**src/rtl/latch_load_sequencer_if.sv**
```systemverilog
// rtl/latch_load_sequencer_if.sv - handshake and latch-side signal bundle for latch_load_sequencer
interface latch_load_sequencer_if #(parameter int WIDTH = 8);
    logic             in_valid;
    logic             in_ready;
    logic [WIDTH-1:0] in_data;
    logic [WIDTH-1:0] lat_d;
    logic             lat_en;
    logic             busy;
    logic             done;
`ifdef LATCH_SEQ_READBACK_EN
    logic [WIDTH-1:0] lat_q;
    logic             rb_err;

    modport master (output in_valid, in_data, lat_q,
                    input  in_ready, lat_d, lat_en, busy, done, rb_err);
    modport slave  (input  in_valid, in_data, lat_q,
                    output in_ready, lat_d, lat_en, busy, done, rb_err);
`else
    modport master (output in_valid, in_data,
                    input  in_ready, lat_d, lat_en, busy, done);
    modport slave  (input  in_valid, in_data,
                    output in_ready, lat_d, lat_en, busy, done);
`endif
endinterface

```
**src/rtl/latch_load_sequencer.sv**
```systemverilog
// rtl/latch_load_sequencer.sv - guarded D/enable sequencer for a transparent latch; readback under LATCH_SEQ_READBACK_EN
module latch_load_sequencer #(
    parameter int WIDTH     = 8,
    parameter int SETUP_CYC = 1,
    parameter int PULSE_CYC = 2,
    parameter int HOLD_CYC  = 1
) (
    input  logic                  clk,
    input  logic                  rst,
    latch_load_sequencer_if.slave bus
);
    localparam int MAX_SP  = (SETUP_CYC > PULSE_CYC) ? SETUP_CYC : PULSE_CYC;
    localparam int MAX_CYC = (MAX_SP > HOLD_CYC) ? MAX_SP : HOLD_CYC;
    localparam int CW      = $clog2(MAX_CYC + 1);

    localparam logic [1:0] S_IDLE  = 2'd0;
    localparam logic [1:0] S_SETUP = 2'd1;
    localparam logic [1:0] S_OPEN  = 2'd2;
    localparam logic [1:0] S_HOLD  = 2'd3;

    logic [1:0]    state;
    logic [CW-1:0] cnt;
    logic          last;

    assign last         = (cnt == CW'(1));
    assign bus.in_ready = (state == S_IDLE) && !rst;
    assign bus.busy     = (state != S_IDLE);

    // lat_en is set/cleared on the same edges that enter/leave OPEN, so it is a pure flop output
    always_ff @(posedge clk or posedge rst) begin
        if (rst) begin
            state      <= S_IDLE;
            cnt        <= '0;
            bus.lat_d  <= '0;
            bus.lat_en <= 1'b0;
            bus.done   <= 1'b0;
`ifdef LATCH_SEQ_READBACK_EN
            bus.rb_err <= 1'b0;
`endif
        end else begin
            bus.done <= 1'b0;
            case (state)
                S_IDLE: begin
                    if (bus.in_valid && bus.in_ready) begin
                        bus.lat_d <= bus.in_data;
                        cnt       <= CW'(SETUP_CYC);
                        state     <= S_SETUP;
`ifdef LATCH_SEQ_READBACK_EN
                        bus.rb_err <= 1'b0;
`endif
                    end
                end
                S_SETUP: begin
                    if (last) begin
                        cnt        <= CW'(PULSE_CYC);
                        state      <= S_OPEN;
                        bus.lat_en <= 1'b1;
                    end else begin
                        cnt <= cnt - CW'(1);
                    end
                end
                S_OPEN: begin
                    if (last) begin
                        cnt        <= CW'(HOLD_CYC);
                        state      <= S_HOLD;
                        bus.lat_en <= 1'b0;
                    end else begin
                        cnt <= cnt - CW'(1);
                    end
                end
                S_HOLD: begin
                    if (last) begin
                        state    <= S_IDLE;
                        bus.done <= 1'b1;
`ifdef LATCH_SEQ_READBACK_EN
                        bus.rb_err <= (bus.lat_q != bus.lat_d);
`endif
                    end else begin
                        cnt <= cnt - CW'(1);
                    end
                end
                default: begin
                    state      <= S_IDLE;
                    bus.lat_en <= 1'b0;
                end
            endcase
        end
    end
endmodule

```
**src/flat_wrapper.sv**
```systemverilog
// flat-port wrapper written by rule: the top's interface ports become plain ports
module latch_load_sequencer_flat 
#(
    parameter int WIDTH     = 8,
    parameter int SETUP_CYC = 1,
    parameter int PULSE_CYC = 2,
    parameter int HOLD_CYC  = 1
)
  (clk, rst, bus_in_valid, bus_in_data, bus_in_ready, bus_lat_d, bus_lat_en, bus_busy, bus_done);
  latch_load_sequencer_if #(.WIDTH(WIDTH)) bus_i ();
  input  logic clk;
  input  logic rst;
  input wire logic [$bits(bus_i.in_valid)-1:0] bus_in_valid;
  input wire logic [$bits(bus_i.in_data)-1:0] bus_in_data;
  output wire logic [$bits(bus_i.in_ready)-1:0] bus_in_ready;
  output wire logic [$bits(bus_i.lat_d)-1:0] bus_lat_d;
  output wire logic [$bits(bus_i.lat_en)-1:0] bus_lat_en;
  output wire logic [$bits(bus_i.busy)-1:0] bus_busy;
  output wire logic [$bits(bus_i.done)-1:0] bus_done;
  assign bus_i.in_valid = bus_in_valid;
  assign bus_i.in_data = bus_in_data;
  assign bus_in_ready = bus_i.in_ready;
  assign bus_lat_d = bus_i.lat_d;
  assign bus_lat_en = bus_i.lat_en;
  assign bus_busy = bus_i.busy;
  assign bus_done = bus_i.done;
  latch_load_sequencer #(.WIDTH(WIDTH), .SETUP_CYC(SETUP_CYC), .PULSE_CYC(PULSE_CYC), .HOLD_CYC(HOLD_CYC)) u_core (.clk(clk), .rst(rst), .bus(bus_i));
endmodule
```
**config.mk**
```make
export PLATFORM = sky130hd
export DESIGN_NAME = latch_load_sequencer_flat
export DESIGN_NICKNAME = d
export VERILOG_FILES = /design/src/rtl/latch_load_sequencer_if.sv /design/src/rtl/latch_load_sequencer.sv /design/src/flat_wrapper.sv
export SDC_FILE = /design/constraint.sdc
export NUM_CORES = 1
export LEC_CHECK = 0
export ABC_CLOCK_PERIOD_IN_PS = 2000
export BUFFER_PORTS_ARGS = -buffer_cell sky130_fd_sc_hd__buf_2
export CORE_UTILIZATION = 30
export DETAILED_ROUTE_END_ITERATION = 7
export PLACE_DENSITY = 0.61
export SYNTH_ARGS = -nofsm -noshare
export SYNTH_HDL_FRONTEND = slang
export SYNTH_SLANG_ARGS = --single-unit
export TNS_END_PERCENT = 5
```
**constraint.sdc**
```tcl
create_clock -name clk -period 2 [get_ports clk]
set_input_delay 0 -clock clk [delete_from_list [all_inputs] [get_ports clk]]
set_output_delay 0 -clock clk [all_outputs]
set_load 0.01 [all_outputs]
```
; Word level (Yosys, flattened, before mapping)
; Index checks and enable logic that the tools add are counted.
; W data, S select, Z words.
[totals]
ff_bits = 14
[op_classes]
eq_ne = 9
n_reduce_logical = 10
n_addsub = 1
muxes = 14
[op_table]
columns = cell, n
row1 = $pmux W2 S4, 2
row2 = $mux W2, 7
row3 = $ne A2 B1 Y1 const B, 3
row4 = $eq A2 B1 Y1 const B, 2
row5 = $eq A2 B2 Y1 const B, 2
row6 = $mux W1, 4
row7 = $ne A2 B2 Y1 const B, 2
row8 = $reduce_and A2 Y1, 2
row9 = $reduce_and A4 Y1, 1
row10 = $reduce_bool A2 Y1, 2
row11 = $reduce_and A3 Y1, 1
row12 = $logic_and A1 B1 Y1, 2
row13 = $logic_not A2 Y1, 1
row14 = $pmux W1 S2, 1
row15 = $sub A2 B1 Y2 const B, 1
row16 = $logic_not A1 Y1, 1

; Depth between registers and ports, before layout
[logic_depth]
ltp_word = 5
mapped_depth = 6
depth_no_buf = 6

; Least setup slack after synthesis
; No wires, ideal clock.
[synth_path]
kind = register to register
start = register u_core.state[0]
end = register u_core.state[1]
path_stages_with_launch = 7
n_path_buf = 0
slack_ps = 533
synth_period_minus_slack_ps = 1467
required_ps = 1875
t_arrival_ps = 1342
cell_sequence = dfrtp_1 inv_1 ha_1 inv_1 a21o_4 o21ai_2 mux2_4
[synth_between]
elab_chain_len = 5
[synth_rtl]
columns = element, line_no
row1 = from (decl), latch_load_sequencer.sv:21  ; logic [1:0] state;
row2 = from (signal assigned), latch_load_sequencer.sv:32  ; state <= S_IDLE;
row3 = from (signal assigned), latch_load_sequencer.sv:47  ; state <= S_SETUP;
row4 = from (signal assigned), latch_load_sequencer.sv:56  ; state <= S_OPEN;
row5 = $logic_not A2 Y1, "latch_load_sequencer.sv:26, latch_load_sequencer.sv:42"
row6 = $logic_and A1 B1 Y1, latch_load_sequencer.sv:26  ; assign bus.in_ready = (state == S_IDLE) && !rst;
row7 = $logic_and A1 B1 Y1, latch_load_sequencer.sv:44  ; if (bus.in_valid && bus.in_ready) begin
row8 = $ne A2 B2 Y1 (no source line), --
row9 = $reduce_and A4 Y1 (no source line), --
; Parallel ways exist; a longest one is shown, timed or not.
; A chain may end at the register's enable or synchronous reset.

; Worst setup path in the final report
[layout_path]
start = register u_core.state[1]
end = register u_core.state[1]
; Same word-level chain as after synthesis.

==> impl_results.md <==
* Int Power at 0.951 mW
* Slew at the pin closest to its max-slew limit at 314 ps
* Fin crit period at 1520 ps
* Sw Pwr at 0.553 mW
* Area grow syn2layout at 36.2%
* Fmax at 656 MHz
* Port Buffers at 22
* Worst-path clk slew at 90 ps
* Share of cells above drive strength 1 at 46.8%
* Largest area contributor in the netlist: dfrtp_1
* Setup CP Type: reg2reg
* Via count at 526
* Static Leak at 0.523 nW
* Gpl congestion at 0.728
* Die width at 52.0 um
* First-pass GRT wire length at 2.19 mm
* Synthesized flop and latch total at 14
* Vias per cell at 4.31
* Power, Total at 1.50 mW
* Worst hold path type: in2reg
* Filler Cell Count at 205
* CTS H-Tree Depth at 1
* Slowest stage delay, CP at 440 ps
* CTS Buf Count at 3
* Comb pwr share at 52.3%
* Register area share after synthesis at 46.7%
* DRT Pass-1 Iters at 4
* Most common cell after layout, fill and taps aside: buf_2
* Final ANT Viol Nets at 0
* Die ar. at 2700 um2
* Share of the synthesized area in the top cell type at 46.7%
* Core ar. at 2280 um2
* Vias in the first global route at 543
* Root Buffer: clkbuf_4
* Clock Latency Late Sink at 280 ps
* Worst EP arrival at 1690 ps
* Clock Sinks at 14
* Initial core utilization at 32.9%
* Hold Slack at 152 ps
* CP Capture Type: register
* Most frequent cells in the layout: buf_2 (22), dfrtp_1 (14), mux2_2 (10)
* Distinct cell type count after synthesis at 18
* Cells along the critical path: inv_1 > ha_1 > inv_1 > a21o_4 > o21ai_2 > mux2_4
* RSZ-0062 raised after global routing: false
* CP max FO at 5
* Fin Setup TNS at 0 ps
* Worst path slowest cell: dfrtp_1
* Final nets at 115
* Sw frac at 36.8%
* # diodes at 0
* Avg WL per Cell at 10.7 um
* Drc violations at 0
* Overflow after GRT at 0
* Reg2reg start: u_core.state[1]$_DFFE_PP0P_
* Final Hold Fails at 0
* Peak VDD IR at 0.000551 V
* Synth warn at 0
* Clock skew at 3.12 ps
* Most frequent CP cell: inv_1
* Mapped Cells at 59
* Die H at 52.0 um
* Max_cap viols at 0
* Largest net degree at the start of global routing at 16
* Final std cells w/o fill at 122
* Ratio of total power to cell area at 1470 nW/um2
* Synth Cell Area at 749 um2
* Slew headroom at 79.1%
* Hold path start: bus_in_valid
* I/O Pins at 23
* CP startpoint kind: register
* 1st-iter DRT viols at 5
* Hpwl dp at 993 um
* Initial antenna violation count at 0
* Tot GR Track Use at 11.3%
* Status: complete, no violations
* Finished Core Util at 44.9%
* Placed cell count at 109
* Row cnt at 17
* Routed Wire Length at 1.31 mm
* Critical Path Start: u_core.state[1]$_DFFE_PP0P_
* Sequential share of power at 34.2%
* Fin crit share at 76.2%
* Syn_area_per_cell at 12.7 um2
* CTS Buffer Depth at 2
* Worst Path Required at 2170 ps
* Syn_nets at 79
* Top cells by area, synth: dfrtp_1 (47%), ha_1 (15%), mux2_2 (15%)
* Max-slew violation count at 0
* Clock share of power at 13.5%
* Final setup viols at 0
* CTS tree: done
## sequential cells by signal, indices dropped and copies added, names as in the netlist
signal             count
u_core.state           2
u_core.bus.lat_d       8
u_core.bus.lat_en      1
u_core.bus.done        1
u_core.cnt             2
## critical path: cells and delay by family, from the launching register on
kind            cells  cell delay [ps]
compound gates      2              290
fa+ha+maj           1              150
buf+inv             2              220
flops               1              440
mux                 1              320
## power groups by stage
stage / Clock (mW) / Sequential, mW / Combinational [mW]
final: 0.203 / 0.514 / 0.788
after global routing: 0.225 / 0.532 / 0.879
after CTS: 0.213 / 0.514 / 0.803
after detailed placement: 0 / 0.520 / 0.786
after global placement: 0 / 0.514 / 0.773
after floorplan: 0 / 0.562 / 0.519
## cell usage after synthesis
| library cell | n |
|---|---|
| nor2_4 | 1 |
| mux2_4 | 1 |
| nand2_4 | 1 |
| dfrtp_1 | 14 |
| nor3_1 | 1 |
| a21o_4 | 1 |
| mux2_2 | 10 |
| o21ai_2 | 1 |
| mux2i_1 | 1 |
| inv_1 | 7 |
| inv_2 | 1 |
| o21ai_0 | 2 |
| nand2b_1 | 1 |
| ha_1 | 9 |
| nand2b_4 | 1 |
| nor2_1 | 1 |
| a21oi_1 | 5 |
| and2_4 | 1 |
## through the flow
step,worst slack [ps],cell area (um2)
final,476,1020
after global routing,384,1020
after CTS,469,1020
after detailed placement,480,895
after global placement,510,895
after floorplan,533,749
## path summary, 6_finish.rpt
kind	cells past startpoint	endpoint	slack, ps
hold / removal	3	u_core.bus.lat_d[7]$_DFFE_PP0P_	150
hold reg to reg	1	u_core.bus.lat_d[4]$_DFFE_PP0P_	510
min in group asynchronous	3	u_core.bus.lat_d[7]$_DFFE_PP0P_	240
setup / recovery	6	u_core.state[1]$_DFFE_PP0P_	480
max in group asynchronous	3	u_core.state[0]$_DFFE_PP0P_	1520
setup reg to reg	6	u_core.state[1]$_DFFE_PP0P_	480
## kinds of logic after synthesis
group	Yosys count	share of synthesized area, %
simple gates	7	8.01
buf+inv	8	4.01
flops	14	46.7
fa+ha+maj	9	15.0
compound gates	9	7.85
mux	12	18.4
## layout make-up
class                      instances  area [um2]  area share, %
sequential                        14         350           34.3
clock buffer                       4        36.3           3.55
multi-input combinational         37         369           36.2
timing repair buffer              31         200           19.6
inverter                           8        30.0           2.94
tap                               28        35.0           3.43
## routing by layer
layer / GRT usage (%) / vias to the layer above / wire length, um
li1: - / 265 / -
met1: 11.4 / 237 / 593
met2: 20.5 / 22 / 607
met3: 3.51 / 2 / 90
met4: 5.41 / 0 / 15
met5: 0 / - / 0
## what timing repair did
item	in CTS	in global routing
hold endpoints to repair	22	0
hold buffers	9	0
setup buffers	0	0
resized for setup	0	0
No activity file was read; power rests on OpenSTA's default activity.
